File: config.mk
export PLATFORM = sky130hd
export DESIGN_NAME = ysyx_23060278_lsu
export DESIGN_NICKNAME = d
export VERILOG_FILES = /design/src/rtl/ysyx_23060278_lsu.sv
export SDC_FILE = /design/constraint.sdc
export NUM_CORES = 1
export LEC_CHECK = 0
export ABC_AREA = 0
export ABC_CLOCK_PERIOD_IN_PS = 3650
export CAP_MARGIN = 20
export CORE_MARGIN = 3
export CORE_UTILIZATION = 40
export DETAILED_ROUTE_END_ITERATION = 6
export PLACE_DENSITY = 0.83
export SYNTH_ARGS = -nofsm -noshare
export SYNTH_HDL_FRONTEND = slang
export SYNTH_SLANG_ARGS = --single-unit
File: constraint.sdc
create_clock -name clk -period 3.65 [get_ports clk]
set_input_delay 0.73 -clock clk [delete_from_list [all_inputs] [get_ports clk]]
set_output_delay 0.73 -clock clk [all_outputs]
set_load 0.005 [all_outputs]
File: src/rtl/ysyx_23060278_lsu.sv
// Load/store unit: serialises one memory op at a time over a valid/ready data port, aligns stores, extends loads.
// Optional macro LSU_MISALIGN_TRAP_EN: trap misaligned h/w accesses (misalign port) instead of forcing alignment.
module ysyx_23060278_lsu #(
  parameter int TIMEOUT = 255
) (
  input  logic        clk,
  input  logic        rst,
  input  logic        req_valid,
  output logic        req_ready,
  input  logic        is_load,
  input  logic        is_store,
  input  logic [2:0]  funct3,
  input  logic [31:0] addr,
  input  logic [31:0] store_data,
  output logic        mem_req_valid,
  input  logic        mem_req_ready,
  output logic [31:0] mem_addr,
  output logic        mem_wen,
  output logic [31:0] mem_wdata,
  output logic [3:0]  mem_wstrb,
  input  logic        mem_resp_valid,
  input  logic [31:0] mem_rdata,
  input  logic        mem_resp_err,
  output logic        done,
  output logic        w_load,
  output logic [31:0] load_data,
`ifdef LSU_MISALIGN_TRAP_EN
  output logic        misalign,
`endif
  output logic        err
);

  // state | meaning
  // IDLE  | ready for a new op
  // REQ   | bus request presented, waiting for mem_req_ready
  // WAIT  | request taken, waiting for mem_resp_valid
  // DONE  | one-cycle result pulse
  typedef enum logic [1:0] {S_IDLE, S_REQ, S_WAIT, S_DONE} state_t;

  state_t      state, state_next;
  logic [7:0]  cnt, cnt_next;
  logic        op_load, op_store;
  logic [2:0]  op_f3;
  logic [31:0] op_addr, op_sd;
  logic        err_q, err_next;
  logic [31:0] ld_q, ld_next;
  logic        bad_op, req_mis, timeout_hit;
  logic [1:0]  off;
  logic [31:0] sh, ld_ext, st_data;
  logic [3:0]  st_strb;
`ifdef LSU_MISALIGN_TRAP_EN
  logic        mis_q, mis_next;
`endif

  assign bad_op = (funct3 == 3'd3) || (funct3 == 3'd6) || (funct3 == 3'd7) ||
                  (is_store && funct3[2]) || (is_load == is_store);

`ifdef LSU_MISALIGN_TRAP_EN
  assign req_mis = ((funct3[1:0] == 2'd1) && addr[0]) ||
                   ((funct3[1:0] == 2'd2) && (addr[1:0] != 2'b00));
`else
  assign req_mis = 1'b0;
`endif

  // Misaligned low bits are dropped so h/w always hit their natural lane.
  always_comb begin
    case (op_f3[1:0])
      2'd0:    off = op_addr[1:0];
      2'd1:    off = {op_addr[1], 1'b0};
      default: off = 2'b00;
    endcase
  end

  always_comb begin
    case (op_f3[1:0])
      2'd0: begin
        st_data = {4{op_sd[7:0]}};
        st_strb = 4'b0001 << off;
      end
      2'd1: begin
        st_data = {2{op_sd[15:0]}};
        st_strb = 4'b0011 << off;
      end
      default: begin
        st_data = op_sd;
        st_strb = 4'b1111;
      end
    endcase
  end

  assign sh = mem_rdata >> {off, 3'b000};

  always_comb begin
    case (op_f3)
      3'd0:    ld_ext = {{24{sh[7]}}, sh[7:0]};
      3'd4:    ld_ext = {24'h0, sh[7:0]};
      3'd1:    ld_ext = {{16{sh[15]}}, sh[15:0]};
      3'd5:    ld_ext = {16'h0, sh[15:0]};
      default: ld_ext = sh;
    endcase
  end

  assign timeout_hit = (cnt >= 8'(TIMEOUT - 1));

  always_comb begin
    state_next = state;
    cnt_next   = cnt;
    err_next   = err_q;
    ld_next    = ld_q;
`ifdef LSU_MISALIGN_TRAP_EN
    mis_next   = mis_q;
`endif
    case (state)
      S_IDLE: begin
        if (req_valid) begin
          cnt_next = 8'd0;
          err_next = 1'b0;
          ld_next  = 32'h0;
`ifdef LSU_MISALIGN_TRAP_EN
          mis_next = 1'b0;
`endif
          if (bad_op) begin
            state_next = S_DONE;
            err_next   = 1'b1;
          end else if (req_mis) begin
            state_next = S_DONE;
            err_next   = 1'b1;
`ifdef LSU_MISALIGN_TRAP_EN
            mis_next   = 1'b1;
`endif
          end else begin
            state_next = S_REQ;
          end
        end
      end
      S_REQ: begin
        cnt_next = cnt + 8'd1;
        // A completed handshake wins over the timeout: the bus already owns the request.
        if (mem_req_ready) begin
          state_next = S_WAIT;
        end else if (timeout_hit) begin
          state_next = S_DONE;
          err_next   = 1'b1;
        end
      end
      S_WAIT: begin
        cnt_next = cnt + 8'd1;
        if (mem_resp_valid) begin
          state_next = S_DONE;
          err_next   = mem_resp_err;
          ld_next    = (mem_resp_err || !op_load) ? 32'h0 : ld_ext;
        end else if (timeout_hit) begin
          state_next = S_DONE;
          err_next   = 1'b1;
        end
      end
      default: state_next = S_IDLE;
    endcase
  end

  always_ff @(posedge clk) begin
    if (rst) begin
      state <= S_IDLE;
      cnt   <= 8'd0;
      err_q <= 1'b0;
      ld_q  <= 32'h0;
    end else begin
      state <= state_next;
      cnt   <= cnt_next;
      err_q <= err_next;
      ld_q  <= ld_next;
    end
  end

`ifdef LSU_MISALIGN_TRAP_EN
  always_ff @(posedge clk) begin
    if (rst) mis_q <= 1'b0;
    else     mis_q <= mis_next;
  end
  assign misalign = (state == S_DONE) && mis_q;
`endif

  always_ff @(posedge clk) begin
    if (rst) begin
      op_load  <= 1'b0;
      op_store <= 1'b0;
      op_f3    <= 3'd0;
      op_addr  <= 32'h0;
      op_sd    <= 32'h0;
    end else if (req_valid && req_ready) begin
      op_load  <= is_load;
      op_store <= is_store;
      op_f3    <= funct3;
      op_addr  <= addr;
      op_sd    <= store_data;
    end
  end

  assign req_ready     = (state == S_IDLE);
  assign mem_req_valid = (state == S_REQ);
  assign mem_addr      = mem_req_valid ? {op_addr[31:2], 2'b00} : 32'h0;
  assign mem_wen       = mem_req_valid && op_store;
  assign mem_wdata     = mem_wen ? st_data : 32'h0;
  assign mem_wstrb     = mem_wen ? st_strb : 4'b0000;
  assign done          = (state == S_DONE);
  assign err           = done && err_q;
  assign w_load        = done && op_load && !err_q;
  assign load_data     = done ? ld_q : 32'h0;

endmodule
After elaboration in Yosys (flattened, before gate mapping)
Cells that the tools add are included.

Add/subtract/negate cells: 1. Order comparisons: 1. Eq/ne operators: 14. Shift-type cells: 3. Mux-type cells: 26. Reduce and logical (&&, ||, !) cells: 23.

Operator list (number): 32-bit 2-to-1 mux (6); 32-bit one-hot mux with 2 select lines (2); 32-bit one-hot mux with 4 select lines (1); 32-bit by 5-bit right shift with 32-bit output (1); 8-bit one-hot mux with 2 select lines (1); 3-bit equality test (second input constant) (4); 2-bit 2-to-1 mux (5); 8-bit by 1-bit adder with 8-bit output (second input constant) (1); 8-bit >= comparator (second input constant) (1); 8-bit 2-to-1 mux (1); 4-bit one-hot mux with 2 select lines (1); 1-bit logical AND (6); 2-bit != test (second input constant) (3); 2-bit one-hot mux with 3 select lines (1); 3-bit AND reduction (2); 1-bit logical OR (5); 1-bit 2-to-1 mux (5); 2-bit by 1-bit equality test with 1-bit output (second input constant) (2); 2-bit equality test (second input constant) (2); 2-bit logical NOT (2); 4-bit 2-to-1 mux (1); 2-bit one-hot mux with 2 select lines (1); 2-bit nonzero test (2); 1-bit by 2-bit << shifter with 4-bit output (first input constant) (1); other kinds (10) (11).

Flip-flop bits (word level): 112. Output and inout bits: 106.

Logic depth before layout (Yosys ltp)
Depth in word-level cells: 8. Gate-level depth with buffers: 8. Mapped depth without buffers: 6.

Worst setup path before layout
Ideal clock, no wire load.

Path type: reg-to-output. Start point: reg state[1]. End point: out load_data[10]. Arrival time: 1.494 ns. Data required time: 2.920 ns. Path slack: 1.426 ns. Stages on the path, launching flop included: 6. Path buffers: 3. Path through: dfxtp_1 -> ha_1 -> clkbuf_1 -> clkbuf_1 -> clkbuf_1 -> and2_1.

Longest elaborated chain between the ends: 2.

Ends and longest elaborated chain: start, declared (line 40) `state_t state, state_next;`; start signal, assigned (line 168) `state <= state_next;`; 2-bit equality test (line 205) `assign done = (state == S_DONE);`; via done (line 24) `output logic done,`; 32-bit 2-to-1 mux (line 208) `assign load_data = done ? ld_q : 32'h0;`; end, declared (line 26) `output logic [31:0] load_data,`.

The timed path passes the listed nets, and every way through them passes these cells.

Worst setup path in the final report
Start point: reg op_f3[0]. End point: out mem_wdata[8].

Longest elaborated chain between the ends: 3. Elaborated cells on any way between the ends: 4. Those cells by class: eq/ne: 1; mux: 2; reduce/logical: 1.

Ends and longest elaborated chain: start, declared (line 43) `logic [2:0] op_f3;`; start signal, assigned (line 193) `op_f3 <= funct3;`; 2-bit by 1-bit equality test with 1-bit output or 2-bit logical NOT (tied branches) (line 75) `case (op_f3[1:0])`; 32-bit one-hot mux with 2 select lines * (line 75); 32-bit 2-to-1 mux * (line 203) `assign mem_wdata = mem_wen ? st_data : 32'h0;`; end, declared (line 19) `output logic [31:0] mem_wdata,`.

Every way passes the cells marked *; elsewhere a longest branch is shown, timed or not.

==> impl_metrics.ini <==
[timing]
period_minus_slack_ns = 3.19
setup_viol = 0
fin_ws_ns = 0.465
hold_violations = 0
fin_setup_tns_ns = 0
slew_violations = 0
finalCritPeriodShare_pct = 87.3
fin_worst_skew_ns = 0.00519
worst_slew_pin_slew_ns = 0.831
slew_headroom_pct = 44.1
fmax_mhz = 314
rsz0062_at_grt = false

[drt]
drc = 0
wl_per_cell_um = 16.1
drt_iter0_markers = 315
via_per_inst = 5.19
dr.pass1.iters = 5
ant_nets = 0
routed_wl_mm = 17.2
vias = 5534

[clocking]
insertion_delay_ns = 0.35
cts_buffers = 9
cts_tree = done
clk_path_buf_depth = 2
cts_max_level = 3
cts.clk_slew.worst_paths_ns = 0.07
cts.sinks = 112
post_cts_buffers = 0
hold_buffers = 0
ctsResizeCount = 0
root_buffer = clkbuf_16

[cells_and_area]
area_delta_synth_final_pct = 43.3
multi_input_area_sq_mm = 0.00304
regArea_sq_mm = 0.00224
fin_nets = 1000
fill_cells = 1198
drive_above_1_share_pct = 4.83

[worst_setup_path]
ff2ff_path_depth = 6
critPathMaxFanout = 16
critPathBufInv = 1
reg2reg_slack_ns = 1.24
crit_family = simple AND/OR/NAND/NOR gates
critPathKind = reg -> out
critPathLaunchType = flip-flop
arrival_ns = 2.46
cp_slowest_stage_delay_ns = 0.75
reg2reg_to = ld_q[30]
cp-end-kind = output pin
path_cells = nor2_1 > nand2_1 > a21oi_1 > clkdlybuf4s50_1
cp.required_ns = 2.92
worst_path_max_delay_cell = nor2_1
reg2reg_from = state[0]

[logic_synthesis]
synth_edf_count = 0
synthCells = 710
avgSynthCellArea_sq_um = 7.91
synth_seq_area_share_pct = 39.9
synthTopCellsByArea = dfxtp_1, nand2_1, a21oi_1
synth-seq-cells = 112
ys_dominant_reg_cell = dfxtp_1
synth_top_area_cell = dfxtp_1
yosysWarningCount = 0
netlist_area_sq_mm = 0.00561
yosysUniqueCellTypes = 52
async_flop_share_pct = 0
yosysTopAreaCellShare_pct = 39.9

[status]
status = completed

[place]
place_ws_ns = 0.850
portBuffers = 210
hpwl_mm = 12.3
gp_congestion = 0.852

[min_path]
hold_depth = 2
whs_endpoint = ld_q[7]
hp-start = ld_q[7]
hp-class = reg -> reg

[grt]
grt_pass1_wl_mm = 27.8
grt_usage_pct = 21.7
grt-ovfl-total = 0
grt_max_degree = 75
antenna_found_initial = 1
grt_pass1_vias = 5424

[power]
ir_worst_vdd_v = 0.000309
leakage_uw = 0.00297
p_per_area_mw_per_mm2 = 385

[die]
dieArea_sq_mm = 0.0155
std_cell_rows = 42
chipWidth_um = 124
coreArea_sq_mm = 0.0135
die_h_um = 124
ioPinCount = 213
start_util_pct = 41.6

[run]
maxCapViolCount = 0
## registers in the layout, indices dropped and copies added (netlist names)
name / count
cnt: 8
err_q: 1
ld_q: 32
op_addr: 32
op_f3: 3
op_load: 1
op_sd: 32
op_store: 1
state: 2
## worst reg2reg max path, cell delays in order (launching register included)
cell	delay (ns)
dfxtp_1	0.34
inv_1	0.13
ha_1	0.31
nor2b_2	0.57
nor4b_4	0.11
and2_1	0.40
a221o_1	0.44
## power breakdown
| part | leakage (uW) | switching (uW) | internal (uW) |
|---|---|---|---|
| sequential | 0.000914 | 93.2 | 1320 |
| clock | 0.000128 | 456 | 460 |
| combinational | 0.00193 | 422 | 347 |
| total | 0.00297 | 972 | 2130 |
## how the worst max path moves through the flow
stage	startpoint	endpoint	slack, ns	cells after the start
finish	op_f3[0]	mem_wdata[8]	0.46	4
global route	op_f3[0]	mem_wdata[8]	0.31	4
CTS	op_f3[0]	mem_wdata[8]	0.48	4
detailed placement	req_valid	ld_q[23]	0.85	5
global placement	op_f3[1]	mem_wstrb[1]	0.90	5
floorplan	state[1]	load_data[10]	1.43	5
## cells in the mapped netlist (2+ instances only)
| cell type | instances |
|---|---|
| nor3b_1 | 2 |
| nor3_1 | 6 |
| o221ai_1 | 8 |
| and3b_1 | 2 |
| ha_1 | 7 |
| buf_6 | 2 |
| mux2i_1 | 17 |
| o21ai_0 | 2 |
| buf_2 | 6 |
| buf_4 | 4 |
| nor4_1 | 2 |
| nand2_1 | 170 |
| nor4b_1 | 2 |
| a221o_1 | 16 |
| nand3b_1 | 3 |
| inv_1 | 19 |
| a211oi_1 | 3 |
| dfxtp_1 | 112 |
| a22oi_1 | 8 |
| a21oi_1 | 94 |
| xnor2_1 | 6 |
| nand3_1 | 2 |
| a22o_1 | 8 |
| clkbuf_1 | 41 |
| and3_1 | 8 |
| nand2b_1 | 11 |
| and2_1 | 65 |
| mux4_2 | 8 |
| nor2_1 | 42 |
| o21ai_1 | 9 |
| buf_1 | 4 |
## layer usage
metal  part of all wire, %  GRT usage, %  vias up
li1                      -             -     2740
met1                    42          26.5     2580
met2                    48          35.3      191
met3                   7.9          7.29       23
met4                   2.0          8.45        0
met5                     0             0        -
## area by class of cell
type | instances | share of cell area (%)
Sequential cell | 112 | 27.9
Timing Repair Buffer | 222 | 27.3
Antenna cell | 1 | 0.0311
Clock inverter | 5 | 0.436
Tap cell | 176 | 2.74
Multi-Input combinational cell | 522 | 37.8
Inverter | 19 | 0.887
Clock buffer | 10 | 2.85
## cell families (layout without fill, tap and decap cells)
family | count (synthesis) | count (layout) | share of synthesized area [%]
flip-flops | 112 | 112 | 39.9
multiplexers | 25 | 25 | 6.24
AO/OA/AOI/OAI | 157 | 157 | 17.7
AND/OR/NAND/NOR | 325 | 325 | 27.6
adder cells (fa/ha/maj) | 7 | 7 | 1.56
buffers and inverters | 77 | 256 | 6.02
XOR/XNOR | 6 | 6 | 0.936
other | 1 | 3 | 0.0668
## metrics by stage
stage	area [sq um]	hold slack (ns)	std cells	total power, uW	utilization (%)
3_3_place_gp	7780	0.433	1051	2200	57.6
4_1_cts	8040	0.448	1066	3140	59.5
3_5_place_dp	7780	0.438	1051	2220	57.6
5_1_grt	8040	0.465	1067	3280	59.6
2_1_floorplan	5620	0.423	711	1890	-
6_report	8040	0.446	1067	3100	59.6
## layout by cell type, fill, tap and decap left out, drive strengths merged, types with 13 or more instances in the layout
cell,Yosys,final
clkdlybuf4s50,0,209
inv,19,19
buf,17,13
dfxtp,112,112
nand2,170,170
mux2i,17,17
a21oi,94,94
nor2,42,42
a221o,16,16
and2,65,65
Note: power is estimated with default switching activity, not from simulation.
